==> src/rtl/key_event_decoder.sv <==
// key_event_decoder: decodes two USB HID keycode words into debounced
// player-action levels and auto-repeating menu-key pulses, one update per frame.

// Per-key debounce: debounced state flips only after raw has disagreed
// with it for D consecutive frames. Frames flagged by hold are ignored.
module ked_debounce #(
  parameter int unsigned D = 2
) (
  input  logic clk,
  input  logic rst,
  input  logic hold,
  input  logic raw,
  output logic deb,
  output logic deb_next
);
  logic [3:0] cnt;
  logic [3:0] cnt_inc;
  logic       flip;

  // Flip decision for this edge, also exported so the repeat logic sees the edge early
  always_comb begin
    cnt_inc  = cnt + 4'd1;
    flip     = !hold && (raw != deb) && (cnt_inc == 4'(D));
    deb_next = flip ? raw : deb;
  end

  // Disagreement counter and debounced state register
  always_ff @(posedge clk or posedge rst) begin
    if (rst) begin
      cnt <= '0;
      deb <= 1'b0;
    end else if (!hold) begin
      if (raw == deb) begin
        cnt <= '0;
      end else if (flip) begin
        deb <= raw;
        cnt <= '0;
      end else begin
        cnt <= cnt_inc;
      end
    end
  end
endmodule

// Per-menu-key auto-repeat: pulse on press, again after DELAY frames,
// then every RATE frames while held. Release always wins.
module ked_repeat #(
  parameter int unsigned DELAY = 30,
  parameter int unsigned RATE  = 6
) (
  input  logic clk,
  input  logic rst,
  input  logic hold,
  input  logic deb_next,
  output logic pulse
);
  typedef enum logic [1:0] {IDLE, WAIT_DELAY, WAIT_RATE} state_t;
  state_t     state;
  logic [7:0] rc;
  logic [7:0] rc_inc;

  always_comb rc_inc = rc + 8'd1;

  // Repeat FSM with registered pulse; frozen on rollover frames
  always_ff @(posedge clk or posedge rst) begin
    if (rst) begin
      state <= IDLE;
      rc    <= '0;
      pulse <= 1'b0;
    end else if (hold) begin
      pulse <= 1'b0;
    end else if (!deb_next) begin
      state <= IDLE;
      rc    <= '0;
      pulse <= 1'b0;
    end else begin
      case (state)
        IDLE: begin
          pulse <= 1'b1;
          rc    <= '0;
          state <= WAIT_DELAY;
        end
        WAIT_DELAY: begin
          if (rc_inc == 8'(DELAY)) begin
            pulse <= 1'b1;
            rc    <= '0;
            state <= WAIT_RATE;
          end else begin
            pulse <= 1'b0;
            rc    <= rc_inc;
          end
        end
        WAIT_RATE: begin
          if (rc_inc == 8'(RATE)) begin
            pulse <= 1'b1;
            rc    <= '0;
          end else begin
            pulse <= 1'b0;
            rc    <= rc_inc;
          end
        end
        default: begin
          pulse <= 1'b0;
          rc    <= '0;
          state <= IDLE;
        end
      endcase
    end
  end
endmodule

module key_event_decoder #(
  parameter logic [7:0]  P1_LEFT         = 8'h04,
  parameter logic [7:0]  P1_RIGHT        = 8'h07,
  parameter logic [7:0]  P1_JUMP         = 8'h1A,
  parameter logic [7:0]  P1_KICK         = 8'h2C,
  parameter logic [7:0]  P2_LEFT         = 8'h50,
  parameter logic [7:0]  P2_RIGHT        = 8'h4F,
  parameter logic [7:0]  P2_JUMP         = 8'h52,
  parameter logic [7:0]  P2_KICK         = 8'h10,
  parameter logic [7:0]  MENU_1          = 8'h1E,
  parameter logic [7:0]  MENU_2          = 8'h1F,
  parameter logic [7:0]  MENU_R          = 8'h15,
  parameter int unsigned DEBOUNCE_FRAMES = 2,
  parameter int unsigned REPEAT_DELAY    = 30,
  parameter int unsigned REPEAT_RATE     = 6
) (
  input  logic        frame_clk,
  input  logic        Reset,
  input  logic [31:0] keycode0,
  input  logic [31:0] keycode1,
  output logic [3:0]  p1_actions,
  output logic [3:0]  p2_actions,
  output logic [2:0]  menu_held,
  output logic [2:0]  menu_pulse,
  output logic        rollover_err
);
  localparam int NUM_KEYS  = 11;
  localparam int NUM_BYTES = 8;
  localparam int NUM_MENU  = 3;
  localparam int MENU_BASE = 8;

  // Key index order: p1 {L,R,J,K}, p2 {L,R,J,K}, menu {1,2,R}
  localparam logic [NUM_KEYS-1:0][7:0] CODES = {
    MENU_R, MENU_2, MENU_1,
    P2_KICK, P2_JUMP, P2_RIGHT, P2_LEFT,
    P1_KICK, P1_JUMP, P1_RIGHT, P1_LEFT
  };

  logic [NUM_BYTES-1:0][7:0] kbytes;
  logic [NUM_KEYS-1:0]       raw;
  logic [NUM_KEYS-1:0]       deb;
  logic [NUM_KEYS-1:0]       deb_next;
  logic                      rollover;

  assign kbytes = {keycode1, keycode0};

  // Raw key match across all 8 usage bytes; usage 0x00 means empty slot
  always_comb begin
    raw      = '0;
    rollover = 1'b0;
    for (int b = 0; b < NUM_BYTES; b++) begin
      if (kbytes[b] == 8'h01) rollover = 1'b1;
      for (int k = 0; k < NUM_KEYS; k++) begin
        if (CODES[k] != 8'h00 && kbytes[b] == CODES[k]) raw[k] = 1'b1;
      end
    end
  end

  for (genvar k = 0; k < NUM_KEYS; k++) begin : g_key
    ked_debounce #(.D(DEBOUNCE_FRAMES)) u_deb (
      .clk      (frame_clk),
      .rst      (Reset),
      .hold     (rollover),
      .raw      (raw[k]),
      .deb      (deb[k]),
      .deb_next (deb_next[k])
    );
  end

  for (genvar m = 0; m < NUM_MENU; m++) begin : g_menu
    ked_repeat #(.DELAY(REPEAT_DELAY), .RATE(REPEAT_RATE)) u_rep (
      .clk      (frame_clk),
      .rst      (Reset),
      .hold     (rollover),
      .deb_next (deb_next[MENU_BASE+m]),
      .pulse    (menu_pulse[m])
    );
  end

  assign p1_actions = deb[3:0];
  assign p2_actions = deb[7:4];
  assign menu_held  = deb[10:8];

  // Rollover flag registered per frame; drops on the next clean frame
  always_ff @(posedge frame_clk or posedge Reset) begin
    if (Reset) rollover_err <= 1'b0;
    else       rollover_err <= rollover;
  end
endmodule
==> config.mk <==
export PLATFORM = sky130hd
export DESIGN_NAME = key_event_decoder
export DESIGN_NICKNAME = d
export VERILOG_FILES = /design/src/rtl/key_event_decoder.sv
export SDC_FILE = /design/constraint.sdc
export NUM_CORES = 1
export LEC_CHECK = 0
export ABC_AREA = 1
export BUFFER_PORTS_ARGS = -buffer_cell sky130_fd_sc_hd__buf_2
export CORE_MARGIN = 3
export CORE_UTILIZATION = 45
export CTS_CLUSTER_DIAMETER = 100
export CTS_CLUSTER_SIZE = 14
export DETAILED_ROUTE_END_ITERATION = 8
export GPL_ROUTABILITY_DRIVEN = 0
export PLACE_DENSITY = 0.73
export SLEW_MARGIN = 5
export SYNTH_ARGS = -nofsm -noshare
export SYNTH_HDL_FRONTEND = slang
export SYNTH_SLANG_ARGS = --single-unit
==> constraint.sdc <==
create_clock -name frame_clk -period 3.83 [get_ports frame_clk]
set_clock_uncertainty 0.15 [all_clocks]
set_input_delay 0.383 -clock frame_clk [delete_from_list [all_inputs] [get_ports frame_clk]]
set_output_delay 0.383 -clock frame_clk [all_outputs]
set_load 0.01 [all_outputs]
# After elaboration in Yosys (flattened, before gate mapping)
# Cells that the tools add are included.
[totals]
regBits = 89
in_bits = 66
out_inout_bits = 15
word_cells = 402
[op_classes]
add_sub_neg = 14
n_eq_ne = 147
n_mux = 157
bitwise = 12
reduce_logical = 40
[ops]
columns = ["operator", "count"]
rows = [
  ["$eq 8x5->1 const B", 43],
  ["$eq 8x7->1 const B", 24],
  ["$eq 8x3->1 const B", 19],
  ["$mux 1", 111],
  ["$mux 4", 22],
  ["$mux 8", 9],
  ["$eq 8x1->1 const B", 8],
  ["$eq 8x6->1 const B", 8],
  ["$pmux 8 s2", 3],
  ["$add 4x1->4 const B", 11],
  ["$eq 4x2->1 const B", 11],
  ["$reduce_and 3->1", 11],
  ["$add 8x1->8 const B", 3],
  ["$logic_and 1x1->1", 22],
  ["$pmux 2 s3", 3],
  ["$mux 2", 6],
  ["$not 1->1", 12],
  ["$eq 1x1->1", 11],
  ["$ne 1x1->1", 11],
  ["$ne 3x3->1 const B", 3],
  ["$pmux 1 s3", 3],
  ["$eq 2x1->1 const B", 3],
  ["$eq 2x2->1 const B", 3],
  ["$logic_not 2->1", 3],
  ["other kinds (3)", 7],
]

# Depth between registers and ports, before layout
# Gate-level depths: netlist (run 1).
[logic_depth]
depth_word = 15
depth_mapped = 14
mapped_depth_nobuf = 14

# Modules after synthesis
# Synthesis (run 1) repeated with hierarchy kept, for this count alone.
[unflattened]
cells_unflattened = 1313
area_unflattened_um2 = 7920.1
[by_module_without_submodules]
columns = ["mod", "instances", "cells_each", "area_each_um2"]
rows = [
  ["ked_debounce", 11, 41, 312.8],
  ["key_event_decoder", 1, 471, 1861.8],
  ["ked_repeat at g_menu[0].u_rep ...", 2, 131, 867.1],
  ["ked_repeat at g_menu[2].u_rep", 1, 129, 883.3],
]

# Worst setup path before layout (run 1)
# OpenSTA, ideal clock, no wires.
[synth_timing]
kind = "register to register"
from = "register g_menu[0].u_rep.rc[0]"
to = "register g_menu[0].u_rep.state[0]"
setup_time_ns = 0.117
t_arrival_ns = 1.506
required_time_ns = 3.563
path_slack_ns = 2.057
stages_incl_launch_ff = 15
path_buffers = 0
synth_period_minus_slack_ns = 1.773
path_cell_list = "dfrtp_1 ha_1 nand3_1 nor2_1 nand2_1 nand2_1 nand2_1 nor2_1 nand2_1 nand2_1 nand2_2 nand2_1 nand2_1 nand2_1 nand2_1"
[synth_between]
elab_chain_len = 4
[synth_rtl]
columns = ["item", "line", "text"]
rows = [
  ["from (decl)", "59", "logic [7:0] rc;"],
  ["from (signal assigned)", "90", "rc <= rc_inc;"],
  ["from (signal assigned)", "99", "rc <= rc_inc;"],
  ["$add 8x1->8", "62", "always_comb rc_inc = rc + 8'd1;"],
  ["$eq 8x5->1", "84", "if (rc_inc == 8'(DELAY)) begin"],
  ["$ne 3x3->1 (no line)", "n/a", ""],
  ["$reduce_and 3->1 (no line)", "n/a", ""],
  ["to (signal assigned)", "67", "state <= IDLE;"],
  ["to (signal assigned)", "81", "state <= WAIT_DELAY;"],
  ["to (signal assigned)", "87", "state <= WAIT_RATE;"],
  ["to (decl)", "58", "state_t state;"],
]
# Every way passes these cells.
# A chain may end at the register's enable or synchronous reset.

# Final worst setup path (run 1)
[layout_timing]
from = "register g_key[10].u_deb.cnt[0]"
to = "register g_menu[2].u_rep.state[0]"
[layout_between]
elab_chain_len = 6
word_cells_on_any_way = 8
classes_between = "add/sub (1); eq/ne (3); mux (2); reduce/logical (2)"
[layout_rtl]
columns = ["item", "line", "text"]
rows = [
  ["from (decl)", "16", "logic [3:0] cnt;"],
  ["from (signal assigned)", "39", "cnt <= cnt_inc;"],
  ["$add 4x1->4 *", "22", "cnt_inc = cnt + 4'd1;"],
  ["$eq 4x2->1 *", "23", "flip = !hold && (raw != deb) && (cnt_inc == 4'(D));"],
  ["$logic_and 1x1->1 *", "23", ""],
  ["$mux 1 *", "24", "deb_next = flip ? raw : deb;"],
  ["$ne 3x3->1 (no line) / $ne 2x2->1 (equally long branches)", "n/a", ""],
  ["$reduce_and 3->1 (no line)", "n/a", ""],
  ["to (signal assigned)", "67", ""],
  ["to (signal assigned)", "73", "state <= IDLE;"],
  ["to (signal assigned)", "81", ""],
  ["to (decl)", "58", ""],
]
# Every way passes the cells marked *; elsewhere a longest branch is shown, timed or not.

==> results of run 1 <==
[through the flow]
step / instance area (sq um) / setup WS [ps]
floorplan: 7390 / 990
global placement: 7890 / 1310
detailed placement: 7890 / 1310
CTS: 8220 / 1640
global route: 8220 / 1380
finish: 8220 / 1630
[flip-flops by register name, indices dropped and copies added, names as in the netlist]
name and count:
g_menu.u_rep.rc 24, g_menu.u_rep.pulse 3, rollover_err 1, g_key.u_deb.deb 11, g_key.u_deb.cnt 44, g_menu.u_rep.state 6
[cells in the final DEF (no fill, tap or decap), types with 2 or more instances in the layout]
master	synthesis	routed
sky130_fd_sc_hd__inv_2	3	3
sky130_fd_sc_hd__o21ai_1	9	9
sky130_fd_sc_hd__o22ai_1	4	4
sky130_fd_sc_hd__buf_2	9	80
sky130_fd_sc_hd__nor2_4	4	4
sky130_fd_sc_hd__nor2_1	159	159
sky130_fd_sc_hd__clkbuf_16	0	9
sky130_fd_sc_hd__inv_1	147	146
sky130_fd_sc_hd__buf_4	19	7
sky130_fd_sc_hd__o21ai_0	29	29
sky130_fd_sc_hd__nor2_2	3	3
sky130_fd_sc_hd__ha_1	43	43
sky130_fd_sc_hd__xnor2_1	16	16
sky130_fd_sc_hd__nand4_1	44	44
sky130_fd_sc_hd__nand2_1	382	382
sky130_fd_sc_hd__nand3_1	97	97
sky130_fd_sc_hd__xor2_1	15	15
sky130_fd_sc_hd__dfrtp_1	89	89
sky130_fd_sc_hd__clkinvlp_4	0	2
sky130_fd_sc_hd__a21oi_1	6	6
sky130_fd_sc_hd__mux2_4	6	6
sky130_fd_sc_hd__nor3b_1	8	8
sky130_fd_sc_hd__nor3_1	32	32
sky130_fd_sc_hd__nand3b_1	8	8
sky130_fd_sc_hd__or2_2	4	4
sky130_fd_sc_hd__clkbuf_8	0	2
sky130_fd_sc_hd__nand2_2	4	4
[repair_timing]
action	CTS	global route
setup buffers	0	0
setup endpoints to repair	0	0
hold buffers	1	0
endpoints found under the hold margin	34	0
[layer usage]
metal  vias up  track usage (%)
li1       3758                -
met1      3352             28.7
met2       165             34.5
met3        23             3.04
met4         0             5.37
met5         -                0
[worst paths after layout]
kind / from / endpoint / slack [ps] / cells past startpoint
setup / recovery: g_key[10].u_deb.cnt[0] / g_menu[2].u_rep.state[0] / 1630 / 11
hold / removal: g_key[7].u_deb.cnt[3] / g_key[7].u_deb.cnt[3] / 350 / 2
setup reg to reg: g_key[10].u_deb.cnt[0] / g_menu[2].u_rep.state[0] / 1630 / 11
hold reg to reg: g_key[7].u_deb.cnt[3] / g_key[7].u_deb.cnt[3] / 350 / 2
max in group asynchronous: Reset / g_key[8].u_deb.deb / 2210 / 4
min in group asynchronous: Reset / g_menu[0].u_rep.rc[2] / 520 / 3
[power groups by stage]
stage	logic (mW)	clock network, mW	registers (mW)
after floorplan	0.308	0	1.03
after global placement	0.406	0	1.04
after detailed placement	0.413	0	1.05
after CTS	0.415	0.949	1.03
after global routing	0.477	0.985	1.03
final	0.413	0.923	1.03
[cells by family (layout without fill, tap and decap cells)]
group           after synthesis  after routing
compound gates               52             52
xor+xnor                     31             31
fa+ha+maj                    43             43
buf+inv                     181            254
flops                        89             89
mux                           7              7
simple gates                746            746
[area by class of cell]
cell class / count / area (sq um) / area share [%]
multi-input combinational: 879 / 4380 / 53.3
sequential: 89 / 2230 / 27.1
inverter: 150 / 564 / 6.87
timing repair buffer: 88 / 463 / 5.63
tap: 216 / 270 / 3.29
clock buffer: 11 / 253 / 3.08
clock inverter: 5 / 62.6 / 0.761
[tightest hold or removal path, cell delays in order (launching register included)]
cell and delay, ps:
sky130_fd_sc_hd__dfrtp_1 360, sky130_fd_sc_hd__nand2_1 60, sky130_fd_sc_hd__nand2_1 60
==> results by stage, run 1 <==
Status:
- The flow ran to the end, and the final reports show no timing, DRC or antenna violations.

Final layout:
- Measured on the finished design, the core utilization comes to between 50% and 60%.
- The area growth from synthesis to layout is 11.2%.
- The post-route non-filler standard cell count is 1,438.
- Of the cells placed in the final design, the portion with a size suffix greater than 1 is 10.6%.
- The number of antenna repair diodes is 0.
- The number of nets in the layout is between 1k and 1.5k.
- Fill cells in the final layout number between 1.5k and 2k.

Power and ir drop:
- The internal power of the cells totals between 1.5 and 2 mW.
- For this design the total switching power over the nets is between 600 and 700 uW.
- In this run the static leakage power is ~4.5 nW.
- The completed layout was analyzed and its total power is roughly 2.4 mW.
- The worst-case IR drop observed on VDD is about 0.24 mV.
- Combinational logic burns between 10% and 20% of the power.
- Per report_power, the sequential group accounts for 43.5% of the total.
- Net switching is between 20 and 30% of the power.
- For this design the ratio of total power to cell area is between 200 and 300 nW/um^2.
- The clock network is responsible for 39.0% of the overall power.

Placement:
- Counting tap cells, the placed design contains a total of between 1k and 1.5k instances.
- The detailed placement HPWL is around 15 mm.
- Input and output buffers added on the ports amount to 80.

Detailed routing:
- Summed over all layers, the routed wires come to ~18 mm.
- The detail-routed net length per standard cell is around 13 um.
- In the detailed route, the total length drawn on met3 is 998 um.
- The detailed router put a total of about 8.4 mm of wire on met1.
- For this run, design rule violations remaining after detail routing come to 0.
- The number of antenna-violating nets in the routed design is 0.
- The first-pass detailed-route iteration total is 5.
- In this run the top signal layer used is met4.
- The routed via count divided by cell count is around 5.
- The total via count in the routed design is between 7k and 8k.
- The total met2 wirelength after detailed routing is 8.57 mm.
- The first routing iteration left 479 violations.

Die:
- From left edge to right edge, the die measures approximately 130 um.
- between 80 and 90 I/O pins were placed.
- The region available for standard cell placement spans 16,000 sq um.
- After floorplanning, the core was divided into 46 placement rows.
- The die covers about 18,000 sq um.
- From bottom edge to top edge, the die measures about 130 um.
- Once the floorplan was initialized, standard cells occupied a little under half of the core.

Yosys:
- Sorting the synthesized cells by how often they occur yields sky130_fd_sc_hd__nand2_1 (382), sky130_fd_sc_hd__nor2_1 (159), sky130_fd_sc_hd__inv_1 (147).
- The post-synthesis cell count is approximately 1.1k.
- In the synthesized netlist the async set-or-reset flop fraction comes to 100%.
- The share of the Yosys chip area taken by registers is 30.1%.
- The compound-cell area share of the yosys netlist is 3.73%.
- The largest area contributor in the synthesized netlist is sky130_fd_sc_hd__dfrtp_1.
- In this run the cell area of the synthesized design comes to 7390 sq um.
- Yosys mapped a number of flops with a built-in enable equal to 0.
- Counting flops and latches in the post-synthesis netlist gives just under 90.
- Yosys attributes the largest share of cell area to sky130_fd_sc_hd__dfrtp_1 (30%), sky130_fd_sc_hd__nand2_1 (19%), sky130_fd_sc_hd__nor2_1 (8.1%).
- Dividing the synthesized area by the synthesized cell count gives roughly 6.4 sq um.
- Synthesis instantiated 31 different standard cells from the library.
- The most frequent cell after synthesis is sky130_fd_sc_hd__nand2_1.
- The total nets after synthesis is about 1.3k.
- For this run, the number of Yosys warnings is 0.
- Summing the areas of all xor and xnor instances in the mapped netlist gives 3.67% of the synthesized area.
- The main combinational cell family by area after synthesis is simple AND/OR/NAND/NOR gates.
- Summed over its instances, the top area cell type makes up about 30% of the synthesized netlist area.
- In the synthesized netlist the dominant register cell turns out to be sky130_fd_sc_hd__dfrtp_1.
- Of the total synthesized cell area, the portion taken by AND, OR, NAND and NOR gates is a little over two fifths.
- After Yosys synthesis, full adders, half adders and majority gates account for between 7 and 8% of the synthesized area.
- The portion of netlist area occupied by mux cells is between 1 and 1.5%.

Clocking:
- The clock tree from TritonCTS is built.
- The clock-pin slew on the worst setup and hold paths is 70 ps.
- In this run, post-CTS repair resized a total of 0 instances.
- The total clock sinks is between 80 and 90.
- The clock insertion delay at the later pin of the skew report is approximately 350 ps.
- The H-tree depth reported by CTS is 3.
- CTS placed an instance of sky130_fd_sc_hd__clkbuf_16 at the clock tree root.
- TritonCTS created 9 clock buffers.
- No sink is reached through more buffers than the 2 on the longest clock path.

Worst setup path:
- The largest fanout on the critical path is 12.
- The signal arrival time at the worst endpoint is ~2300 ps.
- The dominant cell type by count on the critical path is sky130_fd_sc_hd__nand2_1.
- The critical-path cell with the highest stage delay is sky130_fd_sc_hd__dfrtp_1.
- The kind of critical path is reg2reg.
- For the worst setup path, the data required time is approximately 3900 ps.
- The critical path goes through ha_1, xnor2_1, nand2_1, nor2_1, nand3_1, nand2_1, nand2_1, nand2_1, nand2_1, nand2_1, nand2_1.
- Counting both buffers and inverters, the worst setup path holds a total of 0.
- The longest individual stage delay on the worst path is roughly 430 ps.
- The worst setup path is captured at a register.
- The top cell family by delay on the critical path is simple AND/OR/NAND/NOR gates.
- The startpoint type of the worst setup path is a register.

Timing:
- The setup-violating endpoint count in the final report is 0.
- For the pin with the worst max-slew slack, the measured transition is 648 ps.
- Counting I/O delays and the setup requirement, the final critical path takes 2200 ps.
- The max-slew headroom at the worst pin is a little under three fifths.
- After routing, the total negative slack on setup checks comes to 0 ps.
- The hold slack is 352 ps.
- Setup repair after global routing left no endpoint under its margin.
- The maximum clock rate is ~450 MHz.
- The number of failing hold endpoints at the final stage is 0.
- The share of the cycle needed by the critical path after routing is a little under three fifths.
- The final count of pins violating max slew was 0.

Worst hold path:
- In this run the worst hold path is classified as reg2reg.

Global route:
- The initial antenna violation count came to 0.
- The maximum number of pins on one net before global-route repair is 37.
- The overall track demand over capacity in global routing is between 20% and 30%.
- The number of global-route vias before repair is 6,695.
- The global-route wire length before repair is just over 30 mm.
- Summed over all layers, the global routing overflow is 0.

Job:
- The total of max-cap violations is 0.
(Power assumes the default switching activity.)
==> inputs of run 2 (changes only) <==
--- a/config.mk
+++ b/config.mk
@@ -13,7 +13,7 @@
 export CTS_CLUSTER_SIZE = 14
 export DETAILED_ROUTE_END_ITERATION = 8
 export GPL_ROUTABILITY_DRIVEN = 0
-export PLACE_DENSITY = 0.73
+export PLACE_DENSITY = 0.75
 export SLEW_MARGIN = 5
 export SYNTH_ARGS = -nofsm -noshare
 export SYNTH_HDL_FRONTEND = slang
==> constraint.sdc (replaced) <==
create_clock -name frame_clk -period 2.01 [get_ports frame_clk]
set_clock_uncertainty 0.15 [all_clocks]
set_input_delay 0.201 -clock frame_clk [delete_from_list [all_inputs] [get_ports frame_clk]]
set_output_delay 0.201 -clock frame_clk [all_outputs]
set_load 0.01 [all_outputs]
==> results by stage, run 2 (synthesis results as in run 1) <==
Final layout:
- The most common library cell in the layout ignoring fill and taps is sky130_fd_sc_hd__nand2_1.
- Excluding fillers, the count of instances in the completed layout stands at about 1.5k.
- Leaving out fill and tap cells, the most frequent cells in the layout are sky130_fd_sc_hd__nand2_1 (374), sky130_fd_sc_hd__nor2_1 (151), sky130_fd_sc_hd__inv_1 (145), sky130_fd_sc_hd__nand3_1 (95), sky130_fd_sc_hd__dfrtp_1 (84).
- For this run, the post-layout net count is 1,354.
- The share of layout cells above drive strength 1 is between 10% and 20%.
- Once layout is complete, the utilization of the core stands at 53.8%.
- The flip-flop count of the largest register, all copies and words added is 44.
- The cell area after layout is between 8000 and 9000 sq um.
- g_key.u_deb.cnt holds more flip-flops than any other register.
- From synthesis to final layout, the design area changed by 16.5%.
- The layout has ~1.6k filler cells.
- The repair_antennas step left the layout with diodes totalling 0.
- The largest registers in the layout are g_key.u_deb.cnt: 44 flops, g_menu.u_rep.rc: 24 flops, g_key.u_deb.deb: 11 flops.

Job:
- The total of max-cap violations is 0.

Status:
- The flow ran to the end, and the final reports show no timing, DRC or antenna violations.

Placement:
- The HPWL after detailed placement is 14.4 mm.
- The number of input and output port buffers inserted is 80.
- The cell count after placement is between 1k and 1.5k.
- After detailed placement, the total cell area comes to 8110 sq um.
- The post-placement setup slack is -103 ps.

Global route:
- Global routing consumed, on the met2 layer, 33.3% of the routing resources.
- The met3 demand-to-capacity share in global routing is between 3 and 4%.
- Entering global routing, the biggest net connects 90 pins.
- The overall track demand over capacity in global routing is between 20% and 30%.
- The met1 track demand over resource is between 20% and 30%.
- The global-route wire length before repair is 29.8 mm.
- The total overflow reported by the global router is 0.
- The busiest metal layer after global routing is met2.
- The initial antenna violation count is 0.
- The number of global-route vias before repair is about 6.5k.

Timing:
- The final setup TNS is 0 ps.
- The number of failing hold endpoints at the final stage is 0.
- In the post-route analysis, the smallest setup slack over all paths is around 57 ps.
- The final count of pins violating max slew is 0.
- Final hold analysis gives a worst-case slack of a little under 300 ps.
- Setup repair after global routing could not meet its margin everywhere.
- The setup-violating endpoint count in the final report is 0.
- The worst path uses between 90% and 100% of the clock period.
- The transition time of the tightest slew-check pin is a little over 500 ps.
- Static timing analysis puts the maximum clock frequency at about 510 MHz.
- Counting I/O delays and the setup requirement, the final critical path takes 1950 ps.
- The max-slew headroom at the worst pin is approximately two thirds.

Detailed routing:
- In the routed design, unresolved DRC markers number 0.
- In this run the remaining antenna-violating nets after routing total 0.
- The routed via count divided by cell count is about 5.
- The detail-routed net length per standard cell is roughly 13 um.
- The final wirelength is roughly 19 mm.
- The first routing iteration left 618 violations.
- The first-pass detailed-route iteration total is 7.
- The routed layout has 7,427 vias.

Worst setup path:
- The largest fanout on the critical path is 4.
- The critical path goes through buf_6, nand2_1, nor2_4, nand2_1, xnor2_1, nor2_1, nand2_2, nand2_2, o21ai_1, nand4_1, nand2_1.
- The longest individual stage delay on the worst path is 410 ps.
- The worst setup path is captured at a register.
- In this design, the critical path's most frequently occurring cell is sky130_fd_sc_hd__nand2_1.
- The critical-path cell with the highest stage delay is sky130_fd_sc_hd__dfrtp_1.
- The required time at the worst-slack endpoint is about 2100 ps.
- STA classifies the critical path startpoint as a register.
- STA puts the critical path data arrival time at ~2100 ps.
- The kind of critical path is reg2reg.

Clocking:
- Clock-pin slew was measured on the worst setup and hold paths at 70 ps.
- CTS built an H-tree with a depth of 3.
- The number of buffers added by the clock tree synthesis step is 9.
- At the later pin of the worst-skew pair, clock insertion delay measures around 350 ps.
- The number of buffers between clock root and the deepest sink is 2.
- The clock tree from TritonCTS is built.
- The cell sitting at the root of the clock tree is a sky130_fd_sc_hd__clkbuf_16.
- CTS saw 89 sinks.

Die:
- The floorplan step defined a die boundary enclosing 18,000 sq um.
- Row generation in the floorplan step produced 46 rows.
- The floorplan die width is 134 um.
- 81 I/O pins were placed.
- The die is between 100 and 150 um tall.
- For this configuration, the core starts out at a cell density of 46.2%.
- The floorplan step defined a core boundary enclosing around 16,000 sq um.

Power and ir drop:
- The worst IR drop on VDD is approximately 0.45 mV.
- The power consumption is ~4.5 mW.
- The static leakage power is ~4.6 nW.
- The switching power is 1.33 mW.
- Of the total power, the share spent switching nets is 29.6%.
- The power share of the sequential group is 43.4%.
- Cell internal power was estimated by the tool at ~3.2 mW.
- The cell area power density is about 520 nW/um^2.
- The clock power share is 37.5%.
- The combinational share of power is a little under a fifth.

Worst hold path:
- The class of the most critical hold timing path is in2reg.
[run 2: cell types whose count changed in the layout (fill, tap and decap cells not counted), moves of 3 or more]
cell	change
sky130_fd_sc_hd__buf_4	+23
sky130_fd_sc_hd__nand2_1	-8
sky130_fd_sc_hd__nor2_1	-8
sky130_fd_sc_hd__dfrtp_1	-5
sky130_fd_sc_hd__dfrtp_2	+5
sky130_fd_sc_hd__nand2_2	+5
sky130_fd_sc_hd__nor2_2	+5
sky130_fd_sc_hd__buf_12	+4
sky130_fd_sc_hd__ha_1	-4
sky130_fd_sc_hd__nand2_4	+3
sky130_fd_sc_hd__nor2_4	+3
[run 2: routing by layer]
layer | part of all wire [%] | wire length (um)
met5 | 0 | 0
met3 | 6.5 | 1200
met4 | 1.6 | 295
met1 | 45 | 8380
met2 | 47 | 8700
[run 2: power by group through the flow]
stage	combinational [mW]	clock (mW)	sequential (mW)
after detailed placement	0.833	0	1.98
after CTS	0.840	1.73	1.95
after global placement	0.815	0	1.98
after global routing	0.976	1.80	1.96
after floorplan	0.587	0	1.96
final	0.862	1.69	1.95
[run 2: worst paths after layout]
check | slack (ps) | startpoint | cells after the start | endpoint
worst max register to register | 60 | g_menu[0].u_rep.rc[1] | 11 | g_menu[0].u_rep.rc[2]
min in group asynchronous | 370 | Reset | 4 | g_menu[2].u_rep.state[0]
max in group asynchronous | 920 | Reset | 4 | g_menu[0].u_rep.rc[2]
worst max-delay path | 60 | g_menu[0].u_rep.rc[1] | 11 | g_menu[0].u_rep.rc[2]
worst min register to register | 360 | g_key[7].u_deb.cnt[3] | 2 | g_key[7].u_deb.cnt[3]
worst min-delay path | 290 | keycode0[21] | 6 | g_key[3].u_deb.deb
[run 2: area by class of cell]
class                           count  area (sq um)  area share (%)
Timing Repair Buffer              116           727            8.44
Clock buffer                       10           229            2.66
Clock inverter                      6          67.6           0.785
Inverter                          150           567            6.58
Sequential cell                    89          2230            25.9
Multi-Input combinational cell    879          4510            52.4
Tap cell                          216           270            3.14
[run 2: worst max-delay path, delay by kind of cell, from the launching register on]
family | cells | cell delay [ps]
buffers and inverters | 1 | 130
AND/OR/NAND/NOR | 8 | 830
flip-flops | 1 | 410
AO/OA/AOI/OAI | 1 | 170
XOR/XNOR | 1 | 200
[run 2: what timing repair did]
item,4_1_cts,5_1_grt
gates resized for setup,1,41
endpoints found under the hold margin,89,0
pin swaps,0,14
setup buffers,0,6
hold buffers,1,0
setup endpoints to repair,2,31
==> inputs of run 3 (changes only) <==
--- a/config.mk
+++ b/config.mk
@@ -7,13 +7,12 @@
 export LEC_CHECK = 0
 export ABC_AREA = 1
 export BUFFER_PORTS_ARGS = -buffer_cell sky130_fd_sc_hd__buf_2
-export CORE_MARGIN = 3
 export CORE_UTILIZATION = 45
 export CTS_CLUSTER_DIAMETER = 100
 export CTS_CLUSTER_SIZE = 14
 export DETAILED_ROUTE_END_ITERATION = 8
 export GPL_ROUTABILITY_DRIVEN = 0
-export PLACE_DENSITY = 0.75
+export PLACE_DENSITY = 0.73
 export SLEW_MARGIN = 5
 export SYNTH_ARGS = -nofsm -noshare
 export SYNTH_HDL_FRONTEND = slang
==> constraint.sdc (replaced) <==
create_clock -name frame_clk -period 2.35 [get_ports frame_clk]
set_clock_uncertainty 0.15 [all_clocks]
set_input_delay 0.235 -clock frame_clk [delete_from_list [all_inputs] [get_ports frame_clk]]
set_output_delay 0.235 -clock frame_clk [all_outputs]
set_load 0.01 [all_outputs]
==> results by stage, run 3 (synthesis results as in run 1) <==
Final layout:
- The area growth from synthesis to layout is 12.3%.
- The largest registers in the layout are g_key.u_deb.cnt: 44 flops, g_menu.u_rep.rc: 24 flops, g_key.u_deb.deb: 11 flops.
- In the layout the commonest cells are sky130_fd_sc_hd__nand2_1 (381), sky130_fd_sc_hd__nor2_1 (159), sky130_fd_sc_hd__inv_1 (146), sky130_fd_sc_hd__nand3_1 (97), sky130_fd_sc_hd__dfrtp_1 (89).
- The number of antenna repair diodes is 0.
- The layout has between 1.5k and 2k filler cells.
- The register with the most flip-flops in the layout has 44 of them.
- More flip-flops sit in one register than any other, and that register is g_key.u_deb.cnt.
- The number of nets in the layout is between 1k and 1.5k.
- The library cell used most frequently in the layout, excluding fill and tap cells, is sky130_fd_sc_hd__nand2_1.
- With fillers left out, the area of the finished cells amounts to between 8000 and 9000 sq um.
- The share of layout cells above drive strength 1 is ~11%.

Detailed routing:
- Using the TritonRoute via totals, the vias-per-cell ratio works out to 5.02.
- The remaining design rule violation count is 0.
- The first-pass detailed-route iteration total is 6.
- For this block, the initial DRC count from the detailed router was around 520.
- The number of antenna-violating nets in the routed design is 0.
- The total via count in the routed design is 7,254.
- The detail-routed net length per standard cell is 12.4 um.
- The final wirelength is around 18 mm.

Power and ir drop:
- The worst IR drop on VDD is roughly 0.40 mV.
- The static leakage power is 4.56 nW.
- The design draws approximately 3.9 mW.
- Power spread over the standard cell area amounts to 474 nW/um^2.

Timing:
- The max-slew headroom at the worst pin is 58.3%.
- The share of the cycle needed by the critical path after routing is 90.7%.
- The final count of pins violating max slew is 0.
- The clock period minus final worst setup slack is ~2100 ps.
- Summed over all failing endpoints, the final setup total negative slack is 0 ps.
- At the pin with the least slew margin, the transition time is 624 ps.
- Setup repair after global routing left no endpoint under its margin.
- The maximum clock rate is about 470 MHz.
- Setup violations remaining at the end of the flow were counted as 0.
- The hold slack is 294 ps.
- The number of failing hold endpoints at the final stage is 0.

Worst setup path:
- In this run the register-to-register setup slack is 220 ps.
- The endpoint kind of the worst setup timing path is a register.
- The reg-to-reg critical path startpoint is g_key[10].u_deb.cnt[0].
- Measured in cells, the most critical reg-to-reg path has a length of 10.
- The capture instance of the worst register-to-register path is g_menu[2].u_rep.rc[6].
- Among the stages of the critical path, the cell type that occurs most often is sky130_fd_sc_hd__nand2_1.
- The worst setup path is of the reg2reg kind.
- The signal arrival time at the worst endpoint is about 2200 ps.
- The signal on the critical path passes through ha_1, xnor2_1, nand2_1, nor2_1, nand3_1, nand2_1, nand2_1, buf_4, nand3_1, o21ai_1.
- In this run the worst path has a maximum fanout of 7.
- STA puts the critical path data required time at 2420 ps.
- On the critical path, the stage with the largest delay is an instance of sky130_fd_sc_hd__dfrtp_1.
- The worst setup path is launched from a register.
- The longest individual stage delay on the worst path is 430 ps.

Clocking:
- The clock-pin slew on the worst setup and hold paths is roughly 70 ps.
- The number of buffers added by the clock tree synthesis step is 9.
- The root buffer cell chosen for the clock tree is sky130_fd_sc_hd__clkbuf_16.
- For the worst-skew pair, the clock arrives at the later sink with an insertion delay of 350 ps.
- The total clock sinks is between 80 and 90.
- The H-tree generated during clock tree synthesis spans 3 levels.
- The number of buffers between clock root and the deepest sink is 2.
- In this run the post-CTS setup repair buffer count came out at 0.
- TritonCTS built the clock tree.

Global route:
- The first global-routing pass estimated 29.8 mm of wire.
- Entering global routing, the biggest net connects 51 pins.
- The total overflow reported by the global router is 0.
- The number of global-route vias before repair came to ~6.4k.
- The initial antenna violation count was 0.
- Global routing used between 20% and 30% of the available tracks across all layers.

Die:
- The core region area is ~16,000 sq um.
- For this configuration, the core starts out at a cell density of 46.4%.
- Pin placement for this block handled 81 I/O pins.
- The number of placement rows is 46.
- The floorplan die width is roughly 130 um.
- The die covers around 17,000 sq um.
- The height of the die is approximately 130 um.

Placement:
- The number of input and output port buffers inserted is 80.
- In this run the cell area measured after placement is between 7000 and 8000 sq um.
- The detailed placement HPWL is between 10 and 15 mm.

Job:
- Max-cap violations in this run came to 0.

Worst hold path:
- In this run the worst hold path is classified as in2reg.
- The number of cells on the worst hold path is 7.
- The startpoint identified for the worst hold timing path is keycode1[16].
- The hold-critical path endpoint is g_key[1].u_deb.deb.

Status:
- The flow ran to the end, and the final reports show no timing, DRC or antenna violations.
run 3: what timing repair did:
action,in CTS,in global routing
hold buffers,1,0
setup endpoints to repair,0,2
endpoints found under the hold margin,25,0
gates resized for setup,0,1
run 3: cell type report:
| cell class | count | area (sq um) | share of cell area (%) |
|---|---|---|---|
| multi-input cells | 879 | 4380 | 52.8 |
| flip-flops and latches | 89 | 2230 | 26.8 |
| inverters | 150 | 567 | 6.83 |
| repair buffers | 94 | 533 | 6.42 |
| well taps | 216 | 270 | 3.26 |
| clock buffers | 10 | 229 | 2.76 |
| clock inverters | 6 | 91.3 | 1.10 |
run 3: worst max path at each step:
stage / startpoint / cells past startpoint / slack, ps / end
floorplan: g_menu[0].u_rep.rc[0] / 14 / 580 / g_menu[0].u_rep.state[0]
global placement: keycode1[21] / 14 / 170 / g_menu[1].u_rep.state[1]
detailed placement: keycode1[21] / 14 / 180 / g_menu[1].u_rep.state[1]
CTS: g_key[10].u_deb.cnt[0] / 10 / 220 / g_menu[2].u_rep.rc[6]
global route: g_menu[0].u_rep.rc[1] / 14 / 70 / g_menu[0].u_rep.state[1]
finish: g_key[10].u_deb.cnt[0] / 10 / 220 / g_menu[2].u_rep.rc[6]
run 3: metal layers:
metal | vias to the layer above | share of wire (%) | GRT usage (%)
li1 | 3764 | - | -
met1 | 3277 | 47 | 30.4
met2 | 190 | 46 | 36.5
met3 | 23 | 5.5 | 3.40
met4 | 0 | 1.3 | 5.20
met5 | - | 0 | 0
run 3: through the flow:
stage	instances	worst slack [ps]	utilization, %
3_5_place_dp	1427	183	50.0
6_report	1444	220	52.0
5_1_grt	1444	67.6	52.0
2_1_floorplan	1149	577	-
3_3_place_gp	1427	175	50.0
4_1_cts	1444	216	52.0
run 3: worst max-delay path, delay by kind of cell, from the launching register on:
family | cells | cell delay (ps)
AOI/OAI and AO/OA | 1 | 80
xor gates and xnor gates | 1 | 190
buffers and inverters | 1 | 220
DFF | 1 | 430
adders and majority gates | 1 | 220
and+or+nand+nor | 6 | 730
run 3: power by group:
| part | internal, mW | switching (mW) |
|---|---|---|
| clock network | 0.938 | 0.632 |
| registers | 1.60 | 0.0744 |
| logic | 0.256 | 0.436 |
| total | 2.79 | 1.14 |
